### src/rtl/ntsc_capture.sv
// ntsc_capture: crops one field of decoded video to IMAGE_WIDTH x IMAGE_HEIGHT,
// truncates pixels to 6:6:6, packs two pixels per memory word and queues the
// words in a small FIFO for the memory interface. A single-cycle frame_flag is
// issued once the previous frame's words have fully drained.
module ntsc_capture #(
  parameter int MEM_WIDTH    = 36,
  parameter int PIXEL_BITS   = 18,
  parameter int IMAGE_WIDTH  = 640,
  parameter int IMAGE_HEIGHT = 240,
  parameter int FIFO_DEPTH   = 4
) (
  input  logic                 clock,
  input  logic                 reset,
  input  logic                 vid_valid,
  input  logic [29:0]          vid_ycrcb,
  input  logic                 vid_field,
  input  logic                 vid_vblank,
  input  logic                 vid_hblank,
  output logic                 ntsc_flag,
  output logic [MEM_WIDTH-1:0] ntsc_pixel,
  input  logic                 done_ntsc,
  output logic                 frame_flag,
  output logic                 overflow
);

  localparam int XW = $clog2(IMAGE_WIDTH + 1);
  localparam int YW = $clog2(IMAGE_HEIGHT + 1);
  localparam int AW = $clog2(FIFO_DEPTH);
  localparam int CW = AW + 1;

  localparam logic [XW-1:0] XLIM  = XW'(IMAGE_WIDTH);
  localparam logic [YW-1:0] YLIM  = YW'(IMAGE_HEIGHT);
  localparam logic [CW-1:0] CFULL = CW'(FIFO_DEPTH);

  typedef enum logic [1:0] {
    S_IDLE,
    S_FLUSH,
    S_SYNC,
    S_CAPTURE
  } state_t;

  state_t r_state, w_state_nxt;

  // Blanking history for edge detection
  logic r_vblank, r_hblank;
  logic w_frame_start, w_line_start, w_line_end;

  // Capture window position and pixel pairing
  logic [XW-1:0]         r_x, w_x_eff;
  logic [YW-1:0]         r_y, w_y_eff;
  logic                  r_line_seen;
  logic [PIXEL_BITS-1:0] r_half;
  logic                  r_half_vld;
  logic [PIXEL_BITS-1:0] w_pix;

  logic w_cap, w_ls0, w_accept;
  logic w_push_pair, w_push_pad, w_push;
  logic [MEM_WIDTH-1:0] w_push_data;
  logic w_frame_flag;

  // FIFO storage and pointers
  logic [MEM_WIDTH-1:0] r_mem [FIFO_DEPTH];
  logic [AW-1:0]        r_rd, r_wr;
  logic [CW-1:0]        r_count;
  logic                 r_ovf;
  logic                 w_pop, w_full, w_wr_en, w_empty;

  // Chroma/luma LSBs are discarded by the 6:6:6 truncation
  logic w_unused_bits;
  assign w_unused_bits = &{1'b0, vid_ycrcb[23:20], vid_ycrcb[13:10], vid_ycrcb[3:0]};

  assign w_pix = {vid_ycrcb[29:24], vid_ycrcb[19:14], vid_ycrcb[9:4]};

  // Edges are taken against last cycle's blanking bits
  assign w_frame_start = r_vblank & ~vid_vblank & ~vid_field;
  assign w_line_start  = r_hblank & ~vid_hblank;
  assign w_line_end    = ~r_hblank & vid_hblank;

  // Register blanking bits for edge detection
  always_ff @(posedge clock) begin
    if (reset) begin
      r_vblank <= 1'b0;
      r_hblank <= 1'b0;
    end else begin
      r_vblank <= vid_vblank;
      r_hblank <= vid_hblank;
    end
  end

  // State register
  always_ff @(posedge clock) begin
    if (reset) r_state <= S_IDLE;
    else       r_state <= w_state_nxt;
  end

  // Next-state and frame_flag decode; SYNC only follows an empty FIFO
  always_comb begin
    w_state_nxt  = r_state;
    w_frame_flag = 1'b0;
    case (r_state)
      S_IDLE:    if (w_frame_start) w_state_nxt = S_FLUSH;
      S_FLUSH:   if (w_empty) w_state_nxt = S_SYNC;
      S_SYNC: begin
        w_frame_flag = 1'b1;
        w_state_nxt  = S_CAPTURE;
      end
      S_CAPTURE: if (w_frame_start) w_state_nxt = S_FLUSH;
      default:   w_state_nxt = S_IDLE;
    endcase
  end

  // Window bookkeeping: a line start in the same cycle as a pixel applies
  // first, so the first pixel of a line lands at x = 0 of the new y.
  // Field-1 lines never touch x/y and never contribute pixels.
  always_comb begin
    w_cap    = (r_state == S_CAPTURE) && !w_frame_start;
    w_ls0    = w_cap && w_line_start && !vid_field;
    w_x_eff  = w_ls0 ? '0 : r_x;
    w_y_eff  = (w_ls0 && r_line_seen && (r_y < YLIM)) ? r_y + YW'(1) : r_y;
    w_accept = w_cap && vid_valid && !vid_field &&
               (w_x_eff < XLIM) && (w_y_eff < YLIM);
    w_push_pair = w_accept && r_half_vld;
    w_push_pad  = w_cap && !w_accept && w_line_end && r_half_vld;
    w_push      = w_push_pair || w_push_pad;
    w_push_data = w_push_pair ? {r_half, w_pix} : {r_half, {PIXEL_BITS{1'b0}}};
  end

  // Capture position, line tracking and half-word pairing
  always_ff @(posedge clock) begin
    if (reset) begin
      r_x         <= '0;
      r_y         <= '0;
      r_line_seen <= 1'b0;
      r_half      <= '0;
      r_half_vld  <= 1'b0;
    end else if (r_state == S_SYNC) begin
      r_x         <= '0;
      r_y         <= '0;
      r_line_seen <= 1'b0;
      r_half      <= '0;
      r_half_vld  <= 1'b0;
    end else if (w_frame_start) begin
      // an unpaired pixel from the aborted frame is dropped
      r_half_vld <= 1'b0;
    end else if (w_cap) begin
      if (w_ls0) r_line_seen <= 1'b1;
      r_x <= w_x_eff + XW'(w_accept);
      r_y <= w_y_eff;
      if (w_accept) begin
        if (r_half_vld) begin
          r_half_vld <= 1'b0;
        end else begin
          r_half     <= w_pix;
          r_half_vld <= 1'b1;
        end
      end else if (w_push_pad) begin
        r_half_vld <= 1'b0;
      end
    end
  end

  // FIFO control: a push into a full FIFO is accepted when a pop frees the slot
  assign w_empty = (r_count == '0);
  assign w_full  = (r_count == CFULL);
  assign w_pop   = done_ntsc && !w_empty;
  assign w_wr_en = w_push && (!w_full || w_pop);

  // FIFO pointers, occupancy and sticky overflow
  always_ff @(posedge clock) begin
    if (reset) begin
      r_rd    <= '0;
      r_wr    <= '0;
      r_count <= '0;
      r_ovf   <= 1'b0;
    end else begin
      if (w_wr_en) r_wr <= r_wr + AW'(1);
      if (w_pop)   r_rd <= r_rd + AW'(1);
      case ({w_wr_en, w_pop})
        2'b10:   r_count <= r_count + CW'(1);
        2'b01:   r_count <= r_count - CW'(1);
        default: r_count <= r_count;
      endcase
      if (w_push && w_full && !w_pop) r_ovf <= 1'b1;
    end
  end

  // FIFO storage; contents are don't-care until written, the head is gated
  always_ff @(posedge clock) begin
    if (!reset && w_wr_en) r_mem[r_wr] <= w_push_data;
  end

  assign ntsc_flag  = !w_empty;
  assign ntsc_pixel = w_empty ? '0 : r_mem[r_rd];
  assign frame_flag = w_frame_flag;
  assign overflow   = r_ovf;

endmodule

### config.mk
export PLATFORM = sky130hd
export DESIGN_NAME = ntsc_capture
export DESIGN_NICKNAME = d
export VERILOG_FILES = /design/src/rtl/ntsc_capture.sv
export SDC_FILE = /design/constraint.sdc
export NUM_CORES = 1
export LEC_CHECK = 0
export BUFFER_PORTS_ARGS = -buffer_cell sky130_fd_sc_hd__buf_2
export CAP_MARGIN = 10
export CELL_PAD_IN_SITES_DETAIL_PLACEMENT = 1
export CELL_PAD_IN_SITES_GLOBAL_PLACEMENT = 2
export CORE_MARGIN = 3
export CORE_UTILIZATION = 39
export DETAILED_ROUTE_END_ITERATION = 16
export PLACE_DENSITY_LB_ADDON = 0.15
export SYNTH_ARGS = -nofsm -noshare
export SYNTH_HDL_FRONTEND = slang
export SYNTH_SLANG_ARGS = --single-unit
### constraint.sdc
create_clock -name clock -period 5.5 [get_ports clock]
set_input_delay 1.375 -clock clock [delete_from_list [all_inputs] [get_ports clock]]
set_output_delay 1.375 -clock clock [all_outputs]
set_load 0.05 [all_outputs]
## Word-level counts from Yosys, hierarchy flattened

Memory sizes are Yosys's and may differ from the RTL's. A register that Yosys moved wholly into a read port is not among the register bits.
Cells that the tools add are included.

| operators by class | value |
|---|---|
| add/subtract/negate cells | 6 |
| $lt $le $gt $ge | 3 |
| eq/ne operators | 8 |
| muxes and demuxes | 16 |
| bitwise gates (word level) | 10 |
| reduce and logical (&&, ||, !) cells | 39 |

Operators with widths:

| cell | count |
|---|---|
| 36-bit two-way mux | 1 |
| 1-bit logical AND | 18 |
| 18-bit two-way mux | 1 |
| 8-bit < comparator (second input constant) | 2 |
| 10-bit by 1-bit adder with 10-bit output | 1 |
| 10-bit < comparator (second input constant) | 1 |
| 10-bit two-way mux | 1 |
| 8-bit by 1-bit adder with 8-bit output (second input constant) | 1 |
| 2-bit two-way mux | 4 |
| 8-bit two-way mux | 1 |
| 1-bit logical NOT | 7 |
| 2-bit == test (second input constant) | 3 |
| 1-bit two-way mux | 6 |
| 1-bit inverter | 6 |
| 2-bit case mux with 3 select lines | 1 |
| 3-bit case mux with 2 select lines | 1 |
| 2-bit AND reduction | 3 |
| 2-bit by 1-bit adder with 2-bit output (second input constant) | 2 |
| 1-bit AND | 4 |
| 2-bit by 1-bit == test with 1-bit output (second input constant) | 2 |
| 4-bit AND reduction | 1 |
| 2-bit nonzero test | 2 |
| 2-bit OR reduction | 2 |
| 3-bit by 1-bit adder with 3-bit output (second input constant) | 1 |
| other kinds (9) | 10 |

| storage, ports and cells | value |
|---|---|
| bits in registers | 50 |
| memory bits (writable) | 144 |
| output and inout bits | 39 |
| memories kept | 1 |

Memory list:

| memory | words | width | rd ports | clocked after Yosys merged registers in | write ports | line | RTL |
|---|---|---|---|---|---|---|---|
| r_mem | 4 | 36 | 1 | 1 | 1 | 62 | `logic [MEM_WIDTH-1:0] r_mem [FIFO_DEPTH];` |

## Depth between registers and ports, before layout

| depth | value |
|---|---|
| depth after elaboration | 21 |
| gate-level depth with buffers | 12 |

## Least setup slack after synthesis

OpenSTA, ideal clock, no wires.

| timing path | value |
|---|---|
| path type | input-to-reg |
| start point | input vid_vblank |
| end point | memory r_mem[1][0], enable pin |
| setup time | 482 ps |
| data arrival time | 5321 ps |
| path slack | -303 ps |
| stages | 7 |
| buffers on the path | 0 |
| cell sequence | nand2b_2 > nand4b_4 > o31a_1 > o22ai_2 > a21o_1 > nand2_1 > nor3b_1 |

| between the ends | value |
|---|---|
| word-level cells in the longest chain between the ends | 21 |

Ends and longest elaborated chain:

| what | line | RTL |
|---|---|---|
| start, declared | 17 | `input logic vid_vblank,` |
| 1-bit inverter * | 75 | `assign w_frame_start = r_vblank & ~vid_vblank & ~vid_field;` |
| 1-bit AND * (2 in series) | 75 |  |
| 1-bit logical NOT * | 116 | `w_cap = (r_state == S_CAPTURE) && !w_frame_start;` |
| 1-bit logical AND * | 116 |  |
| 1-bit logical AND (2 in series) | 117 | `w_ls0 = w_cap && w_line_start && !vid_field;` |
| 1-bit logical AND (2 in series) | 119 | `w_y_eff = (w_ls0 && r_line_seen && (r_y < YLIM)) ? r_y + YW'(1) : r_y;` |
| 8-bit two-way mux | 119 |  |
| 8-bit < comparator | 121 | `(w_x_eff < XLIM) && (w_y_eff < YLIM);` |
| 1-bit logical AND | 121 |  |
| 1-bit logical NOT | 123 | `w_push_pad = w_cap && !w_accept && w_line_end && r_half_vld;` |
| 1-bit logical AND (3 in series) | 123 |  |
| 1-bit logical OR * | 124 | `w_push = w_push_pair \|\| w_push_pad;` |
| 1-bit logical AND * | 166 | `assign w_wr_en = w_push && (!w_full \|\| w_pop);` |
| 1-bit logical AND * | 189 | `if (!reset && w_wr_en) r_mem[r_wr] <= w_push_data;` |
| 1-bit two-way mux * | 189 |  |
| 1-bit two-way mux (not written as such) * | 189 |  |
| end, declared | 62 |  |

Mark *: on every way between the ends. The rest lies on a longest branch, timed or not.

## Worst setup path after layout

| timing path | value |
|---|---|
| start point | input vid_hblank |
| end point | memory r_mem[3][7], enable pin |

| between the ends | value |
|---|---|
| word-level cells in the longest chain between the ends | 18 |

Ends and longest elaborated chain:

| what | line | RTL |
|---|---|---|
| start, declared | 18 | `input logic vid_hblank,` |
| 1-bit inverter | 76 | `assign w_line_start = r_hblank & ~vid_hblank;` |
| 1-bit AND | 76 |  |
| 1-bit logical AND (2 in series) | 117 |  |
| 1-bit logical AND (2 in series) | 119 |  |
| 8-bit two-way mux | 119 |  |
| 8-bit < comparator | 121 |  |
| 1-bit logical AND | 121 |  |
| 1-bit logical NOT | 123 |  |
| 1-bit logical AND (3 in series) | 123 |  |
| 1-bit logical OR * | 124 |  |
| 1-bit logical AND * | 166 |  |
| 1-bit logical AND * | 189 |  |
| 1-bit two-way mux * | 189 |  |
| 1-bit two-way mux (not written as such) * | 189 |  |

Marks and branches as above.

==> results.toml <==
[yosys]
ys_warn_count = 0
synth_seq_cells = 196
avgSynthCellArea_um2 = 15.3
synth-seq-area-share_pct = 66.8
netlist_instances = 525
yosys_most_used_dff = "edfxtp_1"
mappedNetlistNets = 573
synth_cell_types = 45
synth.cell_area_um2 = 8030
async_reset_ff_share_pct = 0
synth_enable_flop_cells = 144

[pwr]
worst_ir_drop_vdd_uv = 206
sequentialPowerShare_pct = 55.1
power_density_nw_per_um2 = 313
comb_power_share_pct = 4.9
power.static_leakage_nw = 3.47
p_sw_uw = 671
swShare_pct = 23.3
power.share.clock_pct = 40.0
p_int_mw = 2.21

[sta]
worst_slack_ns = 1.38
final-hold-violation-count = 0
setup_viol = 0
worst-slew-pin-transition_ns = 1.07
achievable-frequency_ghz = 0.242
setup_tns_ns = 0
timing.final.max_slew_violations = 0
grt_setup_unrepaired = "false"
slew-limit-headroom_pct = 28.6
fin_skew_ns = 0.00825
post-route-min-period_ns = 4.12
final.period_utilization_pct = 75.0
hold_slack_ns = 0.468

[critical_path]
critPathArrivalTime_ns = 4.23
cp-start-kind = "input port"
timing.rr.end = "r_mem[3][7]"
r2r_slack_ns = 1.94
critical_path_startpoint = "vid_hblank"
timing.critical_path.to = "r_mem[3][7]"
ff2ff_path_depth = 8
critical_path_class = "in2reg"
worst_setup_path_end_kind = "flop"
crit-reg2reg-launch = "r_state[0]"
critPathMaxFanout = 36
cp_data_required_time_ns = 5.61

[floorplanning]
die_w_um = 150
placementRows = 51
die_outline_area_um2 = 22400
floorplan.initialDensity_pct = 40.5
core_region_um2 = 19800
dieHeight_um = 150
design.portCount = 76

[clock_network]
hold_fix_buffer_count_after_cts = 0
clkSlewWorstSetupHoldPaths_ns = 0.07
insertion_delay_ns = 0.43
tritoncts_num_sinks = 196
cts_tree = "yes"
post_cts.resized_instances = 0
cts_made_buffers = 17
post_cts_setup_driven_buffer_insertion_count = 0
ctsHtreeMaxLevel = 4
cts_max_path_buffers = 2
ctsRootBufferMaster = "clkbuf_16"

[placed_design]
setup_slack_after_placement_ns = 0.902
placed_cells_incl_taps = 832
portBuffers = 63
gp_congestion = 0.702
dp_hpwl_mm = 10.3

[global_route]
global_route_wire_length_before_repair_mm = 27.4
grt_util_all_layers_pct = 16.2
grt_max_degree = 39
grt_pass1_vias = 4916
globalRoute.totalOverflow = 0
initial_antenna_violation_count = 0

[detailed_routing]
totalWireLength_mm = 17.2
wl_met1_mm = 7.52
met2RoutedLength_mm = 8.99
drt-vias-per-instance = 5.21
routed-wl-met3_um = 459
detail_route.first_pass.iterations = 4
highest_layer = "met4"
dr_total_vias = 4501
dr.first_iter.drc_count = 222
drt-wirelength-per-cell_um = 19.9
antenna_left = 0
detail_route.drc_violations = 0

[layout]
area_growth_syn_to_layout_pct = 14.7
number_of_inserted_diodes = 0
instances_no_fill = 864
drive_gt1_share_pct = 25.5
ff_latch_area_um2 = 5370
total_of_fill_cells_in_the_finished_design = 1971
design.final.nets = 634
multi_input_area_um2 = 2500
finalCoreUtilization_pct = 46.4

[run]
max_cap_violations = 0

[outcome]
run_status = "completed"

[worst_hold_path]
hp_class = "reg2reg"
holdCritStartpoint = "overflow"
-- metrics by stage --
step                      instance area, um2  total power, mW
after floorplan                         8030             1.72
after global placement                  8670             1.76
after detailed placement                8670             1.76
after CTS                               9220             2.92
after global routing                    9220             2.99
final                                   9220             2.88
-- cell type report --
cell class,count,area share [%]
repair buffers,71,4.62
inverters,10,0.407
multi-input cells,290,27.2
clock buffers,17,4.62
clock inverters,15,1.36
well taps,265,3.60
flip-flops and latches,196,58.2
-- synthesized netlist by cell type (all sizes together) (4+ instances only) --
cell	n	area share, %
edfxtp	144	54
nor2	54	2.5
dfxtp	52	13
and2	43	3.3
mux4	36	10
and3	24	1.9
clkbuf	23	1.1
mux2i	22	2.7
nand2	14	0.65
nand4	13	1.0
a21oi	12	0.89
ha	10	1.6
inv	10	0.47
nand3	8	0.50
xnor2	8	0.87
buf	6	0.75
nor2b	5	0.48
xor2	5	0.55
nor3b	4	0.37
o21ai	4	0.25
-- power groups by stage --
stage | Sequential [mW] | Clock, mW | Combinational, mW
6_report | 1.59 | 1.15 | 0.140
5_1_grt | 1.59 | 1.25 | 0.158
4_1_cts | 1.59 | 1.19 | 0.144
3_5_place_dp | 1.62 | 0 | 0.144
3_3_place_gp | 1.62 | 0 | 0.138
2_1_floorplan | 1.62 | 0 | 0.103
-- kinds of logic (layout without fill, tap and decap cells) --
logic type | Yosys count | count (layout) | share of synthesized area, %
AOI/OAI and AO/OA | 22 | 22 | 1.81
xor gates and xnor gates | 13 | 13 | 1.42
adders and majority gates | 11 | 11 | 1.81
buffers and inverters | 39 | 113 | 2.29
DFF | 196 | 196 | 66.8
muxes | 59 | 59 | 13.0
and+or+nand+nor | 185 | 185 | 12.9
-- per-layer routing --
| metal | up-vias | track usage, % |
|---|---|---|
| met5 | - | 0 |
| met4 | 0 | 4.39 |
| met2 | 58 | 28.9 |
| li1 | 2083 | - |
| met1 | 2344 | 20.0 |
| met3 | 16 | 3.33 |
-- worst max-delay path, stage by stage --
cell      delay (ns)
buf_2           0.13
nor2b_4         0.13
nand4b_4        0.25
o211ai_1        0.21
and3_1          0.91
a21o_1          0.35
nand2_1         0.21
nor3b_2         0.33
buf_12          0.29
-- state kept, by name, indices dropped and copies added (netlist names), 2 cells and up, named ones only --
name / count
r_count: 3
r_half: 18
r_mem: 144
r_rd: 2
r_state: 2
r_wr: 2
r_x: 10
r_y: 8
-- worst min-delay path by stage --
stage | end | slack (ns) | cells after the start
5_1_grt | overflow | 0.51 | 2
4_1_cts | overflow | 0.47 | 2
6_report | overflow | 0.47 | 2
3_5_place_dp | overflow | 0.45 | 2
2_1_floorplan | r_x[0] | 0.45 | 2
3_3_place_gp | r_x[0] | 0.46 | 2
-- cell usage in the layout, fill, tap and decap left out, drive strengths merged, types with 2 or more instances in the layout --
master / Yosys / layout
a21oi: 12 / 12
and2: 43 / 43
and3: 24 / 24
and4: 3 / 3
and4b: 2 / 2
buf: 6 / 71
clkbuf: 23 / 17
clkinv: 0 / 6
clkinvlp: 0 / 4
dfxtp: 52 / 52
edfxtp: 144 / 144
ha: 10 / 10
inv: 10 / 15
mux2i: 22 / 22
mux4: 36 / 36
nand2: 14 / 14
nand3: 8 / 8
nand4: 13 / 13
nand4b: 2 / 2
nor2: 54 / 54
nor2b: 5 / 5
nor3: 3 / 3
nor3b: 4 / 4
nor4: 2 / 2
o21ai: 4 / 4
o31a: 2 / 2
or3: 3 / 3
xnor2: 8 / 8
xor2: 5 / 5
Power figures use the tool's default switching activity.
